### src/rtl/hdmi_pixel_out.sv
// -----------------------------------------------------------------------------
// hdmi_pixel_out
//
// Output stage after the YUV->RGB converter. RGB pixel pairs are written into
// a small FIFO, then unpacked into one 24-bit pixel per clock under locally
// generated DVI/HDMI raster timing (hsync, vsync, data enable).
//
// Ports
//   clk24       in   pixel clock, one pixel per cycle
//   rst         in   synchronous, active-high reset
//   pair_in     in   {red1,blue1,green1,red0,blue0,green0}; pixel 0 = [23:0]
//   pair_sof    in   marks pair_in as the first pair of a frame
//   pair_we     in   write strobe
//   pair_ready  out  FIFO not full (combinational from the registered level)
//   vid_data    out  {red,green,blue}
//   vid_de      out  active video
//   vid_hsync   out  horizontal sync, driven at SYNC_POL while asserted
//   vid_vsync   out  vertical sync, driven at SYNC_POL while asserted
//   underflow   out  sticky: an even active slot in RUN found the FIFO empty
//   overflow    out  sticky: pair_we seen while the FIFO was full
//   fifo_level  out  current FIFO occupancy
//
// Build option
//   HDMI_OUT_TEST_PATTERN_EN  when defined, pixels that would otherwise be
//   black (waiting for SOF, or after an underflow) show eight vertical colour
//   bars. Timing, FIFO and flag behaviour do not change.
// -----------------------------------------------------------------------------
module hdmi_pixel_out #(
  parameter int H_ACTIVE   = 640,
  parameter int H_FP       = 16,
  parameter int H_SYNC     = 96,
  parameter int H_BP       = 48,
  parameter int V_ACTIVE   = 480,
  parameter int V_FP       = 10,
  parameter int V_SYNC     = 2,
  parameter int V_BP       = 33,
  parameter int FIFO_DEPTH = 16,
  parameter bit SYNC_POL   = 1'b0
) (
  input  logic                          clk24,
  input  logic                          rst,
  input  logic [47:0]                   pair_in,
  input  logic                          pair_sof,
  input  logic                          pair_we,
  output logic                          pair_ready,
  output logic [23:0]                   vid_data,
  output logic                          vid_de,
  output logic                          vid_hsync,
  output logic                          vid_vsync,
  output logic                          underflow,
  output logic                          overflow,
  output logic [$clog2(FIFO_DEPTH):0]   fifo_level
);

  localparam int H_TOTAL = H_ACTIVE + H_FP + H_SYNC + H_BP;
  localparam int V_TOTAL = V_ACTIVE + V_FP + V_SYNC + V_BP;
  // One spare code so that every boundary constant up to the total fits.
  localparam int HW = $clog2(H_TOTAL + 1);
  localparam int VW = $clog2(V_TOTAL + 1);
  localparam int AW = $clog2(FIFO_DEPTH);
  localparam int LW = AW + 1;

  localparam logic [HW-1:0] H_ACT_C  = HW'(H_ACTIVE);
  localparam logic [HW-1:0] H_LAST_C = HW'(H_TOTAL - 1);
  localparam logic [HW-1:0] HS_BEG_C = HW'(H_ACTIVE + H_FP);
  localparam logic [HW-1:0] HS_END_C = HW'(H_ACTIVE + H_FP + H_SYNC);
  localparam logic [VW-1:0] V_ACT_C  = VW'(V_ACTIVE);
  localparam logic [VW-1:0] V_LAST_C = VW'(V_TOTAL - 1);
  localparam logic [VW-1:0] VS_BEG_C = VW'(V_ACTIVE + V_FP);
  localparam logic [VW-1:0] VS_END_C = VW'(V_ACTIVE + V_FP + V_SYNC);
  localparam logic [LW-1:0] FULL_C   = LW'(FIFO_DEPTH);

  typedef enum logic {WAIT_SOF, RUN} state_e;

  // Stored pixel half is {r,b,g}; the link wants {r,g,b}.
  function automatic logic [23:0] rbg_to_rgb(input logic [23:0] x);
    return {x[23:16], x[7:0], x[15:8]};
  endfunction

  // ---------------------------------------------------------------------------
  // State
  // ---------------------------------------------------------------------------
  logic [HW-1:0] h_cnt_q;
  logic [VW-1:0] v_cnt_q;
  state_e        state_q, state_d;
  logic [23:0]   hi_q, hi_d;           // pixel 1 of the pair popped on the even slot
  logic [AW-1:0] wr_ptr_q, rd_ptr_q;
  logic [LW-1:0] level_q;
  logic          underflow_q, underflow_d;
  logic          overflow_q;
  logic [23:0]   vid_data_q;
  logic          vid_de_q, vid_hsync_q, vid_vsync_q;
  logic [48:0]   mem_q [FIFO_DEPTH];   // {sof, pair}

  // ---------------------------------------------------------------------------
  // Decode
  // ---------------------------------------------------------------------------
  logic        active, empty, push, pop, run_now, at_origin;
  logic        hs_on, vs_on;
  logic [48:0] head;
  logic [23:0] fill_pix, pix;

  assign pair_ready = (level_q != FULL_C);
  assign push       = pair_we && pair_ready;
  assign empty      = (level_q == '0);
  assign head       = mem_q[rd_ptr_q];
  assign active     = (h_cnt_q < H_ACT_C) && (v_cnt_q < V_ACT_C);
  assign at_origin  = (h_cnt_q == '0) && (v_cnt_q == '0);
  assign hs_on      = (h_cnt_q >= HS_BEG_C) && (h_cnt_q < HS_END_C);
  assign vs_on      = (v_cnt_q >= VS_BEG_C) && (v_cnt_q < VS_END_C);

`ifdef HDMI_OUT_TEST_PATTERN_EN
  localparam logic [HW-1:0] BAR_W_C = HW'(H_ACTIVE / 8);
  logic [HW-1:0] bar_idx;
  assign bar_idx = h_cnt_q / BAR_W_C;

  always_comb begin
    case (bar_idx)
      HW'(0):  fill_pix = 24'hFFFFFF;  // white
      HW'(1):  fill_pix = 24'hFFFF00;  // yellow
      HW'(2):  fill_pix = 24'h00FFFF;  // cyan
      HW'(3):  fill_pix = 24'h00FF00;  // green
      HW'(4):  fill_pix = 24'hFF00FF;  // magenta
      HW'(5):  fill_pix = 24'hFF0000;  // red
      HW'(6):  fill_pix = 24'h0000FF;  // blue
      default: fill_pix = 24'h000000;  // black
    endcase
  end
`else
  assign fill_pix = 24'h000000;
`endif

  // NOTE: every signal written here gets a default before any branch, so no
  // path can leave it unassigned and infer a latch.
  always_comb begin
    state_d     = state_q;
    hi_d        = hi_q;
    underflow_d = underflow_q;
    pop         = 1'b0;
    pix         = 24'h000000;
    run_now     = (state_q == RUN);

    if (state_q == WAIT_SOF && !empty) begin
      if (!head[48]) begin
        pop = 1'b1;                    // stale mid-frame data: drop one per cycle
      end else if (at_origin) begin
        state_d = RUN;                 // SOF at the frame origin: start this very slot
        run_now = 1'b1;
      end
    end

    if (active) begin
      pix = fill_pix;
      if (run_now) begin
        if (!h_cnt_q[0]) begin
          if (empty) begin
            underflow_d = 1'b1;
            state_d     = WAIT_SOF;
          end else begin
            pop  = 1'b1;
            pix  = rbg_to_rgb(head[23:0]);
            hi_d = head[47:24];
          end
        end else begin
          pix = rbg_to_rgb(hi_q);
        end
      end
    end
  end

  // ---------------------------------------------------------------------------
  // Registers
  // ---------------------------------------------------------------------------
  // NOTE: sequential state uses non-blocking assignments only, so every
  // register samples pre-edge values regardless of statement order.
  always_ff @(posedge clk24) begin
    if (rst) begin
      h_cnt_q     <= '0;
      v_cnt_q     <= '0;
      state_q     <= WAIT_SOF;
      hi_q        <= '0;
      wr_ptr_q    <= '0;
      rd_ptr_q    <= '0;
      level_q     <= '0;
      underflow_q <= 1'b0;
      overflow_q  <= 1'b0;
      vid_data_q  <= '0;
      vid_de_q    <= 1'b0;
      vid_hsync_q <= ~SYNC_POL;
      vid_vsync_q <= ~SYNC_POL;
    end else begin
      if (h_cnt_q == H_LAST_C) begin
        h_cnt_q <= '0;
        v_cnt_q <= (v_cnt_q == V_LAST_C) ? '0 : v_cnt_q + 1'b1;
      end else begin
        h_cnt_q <= h_cnt_q + 1'b1;
      end

      state_q     <= state_d;
      hi_q        <= hi_d;
      underflow_q <= underflow_d;
      overflow_q  <= overflow_q | (pair_we && !pair_ready);

      if (push) wr_ptr_q <= wr_ptr_q + 1'b1;
      if (pop)  rd_ptr_q <= rd_ptr_q + 1'b1;
      case ({push, pop})
        2'b10:   level_q <= level_q + 1'b1;
        2'b01:   level_q <= level_q - 1'b1;
        default: level_q <= level_q;
      endcase

      vid_data_q  <= pix;
      vid_de_q    <= active;
      vid_hsync_q <= hs_on ? SYNC_POL : ~SYNC_POL;
      vid_vsync_q <= vs_on ? SYNC_POL : ~SYNC_POL;
    end
  end

  // NOTE: the storage array has no reset; clearing the pointers and level
  // empties the FIFO, and stale words are never read before being rewritten.
  always_ff @(posedge clk24) begin
    if (push) mem_q[wr_ptr_q] <= {pair_sof, pair_in};
  end

  assign vid_data   = vid_data_q;
  assign vid_de     = vid_de_q;
  assign vid_hsync  = vid_hsync_q;
  assign vid_vsync  = vid_vsync_q;
  assign underflow  = underflow_q;
  assign overflow   = overflow_q;
  assign fifo_level = level_q;

endmodule

### config.mk
export PLATFORM = sky130hd
export DESIGN_NAME = hdmi_pixel_out
export DESIGN_NICKNAME = d
export VERILOG_FILES = /design/src/rtl/hdmi_pixel_out.sv
export SDC_FILE = /design/constraint.sdc
export NUM_CORES = 1
export LEC_CHECK = 0
export CORE_AREA = 2 2 225 338
export DETAILED_ROUTE_END_ITERATION = 7
export DIE_AREA = 0 0 227 340
export PLACE_DENSITY = 0.61
export SYNTH_ARGS = -nofsm -noshare
export SYNTH_HDL_FRONTEND = slang
export SYNTH_SLANG_ARGS = --single-unit
### constraint.sdc
create_clock -name clk24 -period 5.5 [get_ports clk24]
set_clock_uncertainty 0.1 [all_clocks]
set_input_delay 1.1 -clock clk24 [delete_from_list [all_inputs] [get_ports clk24]]
set_output_delay 1.1 -clock clk24 [all_outputs]
set_load 0.05 [all_outputs]
==> impl_metrics.py <==
metrics = {
    "die": {
        "die_h_um": 340,
        "overall_die_width_um": 227,
        "num_io_pins": 87,
        "core_area_um2": 74490,
        "die-area_um2": 77180,
        "row_count": 123,
        "start_util_pct": 44.65,
    },
    "route": {
        "drt_iter0_markers": 1346,
        "drc_violations_left": 0,
        "ant_nets": 0,
        "routed_wirelength_mm": 73.71,
        "via_count": 15430,
        "vias_per_cell": 5.697,
        "drt-pass1-iter-count": 5,
        "wl_per_cell_um": 27.21,
    },
    "critical_path": {
        "critPathCaptureType": "register",
        "worstSetupStartpointType": "register",
        "crit_required_ns": 5.96,
        "critical_path.max_fanout": 40,
        "rr_worst_depth": 14,
        "criticalPathCategory": "register to register",
        "reg2reg_to": "fifo_level[4]",
        "reg2reg_setup_slack_ns": 1.51,
        "cp.arrival_ns": 4.45,
    },
    "sta": {
        "post-route-min-period_ns": 3.994,
        "finalSetupTns_ns": 0,
        "fin_crit_sh_pct": 72.61,
        "setup_violations": 0,
        "timing.slew.headroom_pct": 25.69,
        "rsz0062_at_grt": "no",
        "final_hold_viol_count": 0,
        "final_max_slew_viol_count": 0,
        "final.setup.worst_slack_ns": 1.506,
        "worst_slew_pin_slew_ns": 1.115,
        "fmax_mhz": 250.4,
    },
    "finish": {
        "final_core_util_pct": 51.20,
        "layout-drive-gt1-share_pct": 25.42,
        "final_common_cell": "edfxtp_1",
        "final_cell_mix": "edfxtp_1 (784), mux4_2 (240), nor2_1 (87), dfxtp_1 (87)",
        "final_area_um2": 38130,
        "final-instance-count-excl-fill": 2709,
        "nFillCells": 5819,
        "layout-area-overhead-vs-synth_pct": 14.66,
        "final_nets": 1705,
    },
    "clock_network": {
        "cts-resized-gates": 0,
        "cts-root-to-sink-buffers": 3,
        "post-cts-setup-buffers": 0,
        "cts_hold_buffers": 0,
        "cts_max_level": 3,
        "total_cts_buffers": 80,
        "cts_root_buffer": "clkbuf_16",
        "clkLatencyLatePin_ns": 0.64,
        "clk_transition_reported_paths_ns": 0.06,
        "tritoncts": "done",
        "clkSinkCount": 875,
    },
    "synthesis": {
        "ys_async_sr_fraction_pct": 0,
        "post_synth_edffs": 784,
        "ys.warnings.count": 0,
        "synth_area_per_cell_um2": 21.97,
        "synth-seq-area-share_pct": 76.26,
        "syn_nets": 1579,
        "postSynthCellCount": 1514,
        "synth_seq_cells": 875,
        "synth_cell_types": 51,
        "post_synth_instance_area_um2": 33260,
        "synth_flop_cell": "edfxtp_1",
    },
    "worst_hold_path": {
        "min_to": "overflow",
        "min_from": "overflow",
        "worst_hold_path_type": "register to register",
        "worst_hold_path.num_cells": 2,
    },
    "placed_design": {
        "placedInstanceArea_um2": 35390,
        "placed_cells_incl_taps": 2558,
        "gpl.final_weighted_congestion": 0.7410,
        "hpwlAfterDp_mm": 38.69,
        "place_worst_setup_slack_ns": 1.483,
        "port-buffer-count": 86,
    },
    "outcome": {
        "status": "finished, final reports clean",
    },
    "power_and_ir_drop": {
        "power_density_nw_per_um2": 421.9,
        "power.static_leakage_nw": 11.80,
        "irDropWorstVdd_mv": 0.2211,
    },
    "grt": {
        "global_route.overflow_total": 0,
        "number_of_antenna_violations_at_the_first_check_in_global_routing": 5,
        "grt_pass1_wl_mm": 107.7,
        "maximum_number_of_pins_on_one_net_before_global_route_repair": 54,
        "grt_use_total_pct": 19.54,
        "grt_pass1_vias": 16030,
    },
    "job": {
        "maxCapViolations": 0,
    },
}
[stage by stage]
step                hold WS [ns]  power, W
floorplan                 0.3638  0.009779
global placement          0.3579   0.01050
detailed placement        0.3710   0.01054
CTS                       0.3867   0.01627
global route              0.4160   0.01668
finish                    0.3739   0.01609
[cell usage after synthesis, types with 3 or more instances]
library cell / number / share of area (%)
buf_4: 9 / 0.20
clkbuf_1: 44 / 0.50
a21oi_1: 7 / 0.11
nor2_1: 100 / 1.1
nand3_1: 12 / 0.18
nand4_1: 7 / 0.13
nor4_1: 5 / 0.094
mux2_1: 4 / 0.14
mux2i_1: 35 / 1.1
nand2_1: 13 / 0.15
or3_1: 5 / 0.094
nand2b_1: 8 / 0.15
buf_2: 13 / 0.20
ha_1: 13 / 0.49
buf_6: 12 / 0.41
a22oi_1: 25 / 0.56
edfxtp_1: 784 / 71
mux4_2: 240 / 16
inv_1: 11 / 0.12
nor2b_1: 4 / 0.075
xnor2_1: 10 / 0.26
dfxtp_1: 91 / 5.5
o21ai_0: 3 / 0.045
nor3_1: 11 / 0.17
xor2_1: 15 / 0.40
[flip-flops by register name, summed over array words and instances (netlist names), 4 cells and up, named ones only]
| register | flops |
|---|---|
| fifo_level | 5 |
| h_cnt_q | 10 |
| hi_q | 24 |
| mem_q | 784 |
| rd_ptr_q | 4 |
| v_cnt_q | 10 |
| vid_data | 24 |
| wr_ptr_q | 4 |
[how the worst max path moves through the flow]
stage	start	end	slack, ns	cells after the start
2_1_floorplan	fifo_level[1]	mem_q[15][0]	0.87	7
3_3_place_gp	pair_we	fifo_level[4]	1.44	12
3_5_place_dp	pair_we	fifo_level[4]	1.48	12
4_1_cts	register	fifo_level[4]	1.49	14
5_1_grt	register	fifo_level[4]	1.20	14
6_report	register	fifo_level[4]	1.51	14
[routing by layer]
metal | track usage, % | share of wire (%) | vias to the layer above
met5 | 0 | 0.041 | -
met4 | 5.950 | 2.5 | 4
met3 | 3.065 | 5.0 | 106
met2 | 33.84 | 52 | 460
met1 | 25.43 | 40 | 8336
li1 | - | - | 6528
[worst max-delay path, cell delays in order, from the launching register on]
cell and delay [ns]:
dfxtp_4 0.90, mux2i_1 0.17, o32ai_1 0.31, nor3_1 0.10, a211oi_2 0.35, nor2_2 0.13
ha_1 0.33, xor2_1 0.19, ha_1 0.23, o21a_1 0.18, o22a_1 0.19, a21oi_1 0.19
xor2_1 0.09, or3_1 0.31, a21oi_1 0.13
[cell type report]
| cell class | instances | area, um2 | area share (%) |
|---|---|---|---|
| sequential | 875 | 25380 | 66.55 |
| multi-input combinational | 548 | 7551 | 19.80 |
| clock buffer | 107 | 2270 | 5.952 |
| tap | 1000 | 1251 | 3.281 |
| timing repair buffer | 124 | 1166 | 3.058 |
| clock inverter | 42 | 473.0 | 1.240 |
| inverter | 11 | 41.29 | 0.1083 |
| antenna | 2 | 5.005 | 0.01312 |
[power by group]
| group | total [W] | leakage (nW) | switching [W] | internal, W |
|---|---|---|---|---|
| sequential | 0.00767 | 7.82 | 0.000159 | 0.00751 |
| combinational | 0.00269 | 2.65 | 0.00142 | 0.00127 |
| clock | 0.00574 | 1.33 | 0.00242 | 0.00331 |
[kinds of logic after synthesis]
| group | count (synthesis) | share of synthesized area (%) |
|---|---|---|
| flip-flops | 875 | 76.26 |
| AO/OA/AOI/OAI | 49 | 1.083 |
| XOR/XNOR | 25 | 0.6583 |
| multiplexers | 279 | 17.44 |
| adder cells (fa/ha/maj) | 13 | 0.4891 |
| AND/OR/NAND/NOR | 182 | 2.618 |
| buffers and inverters | 91 | 1.448 |
Power figures use the tool's default switching activity.
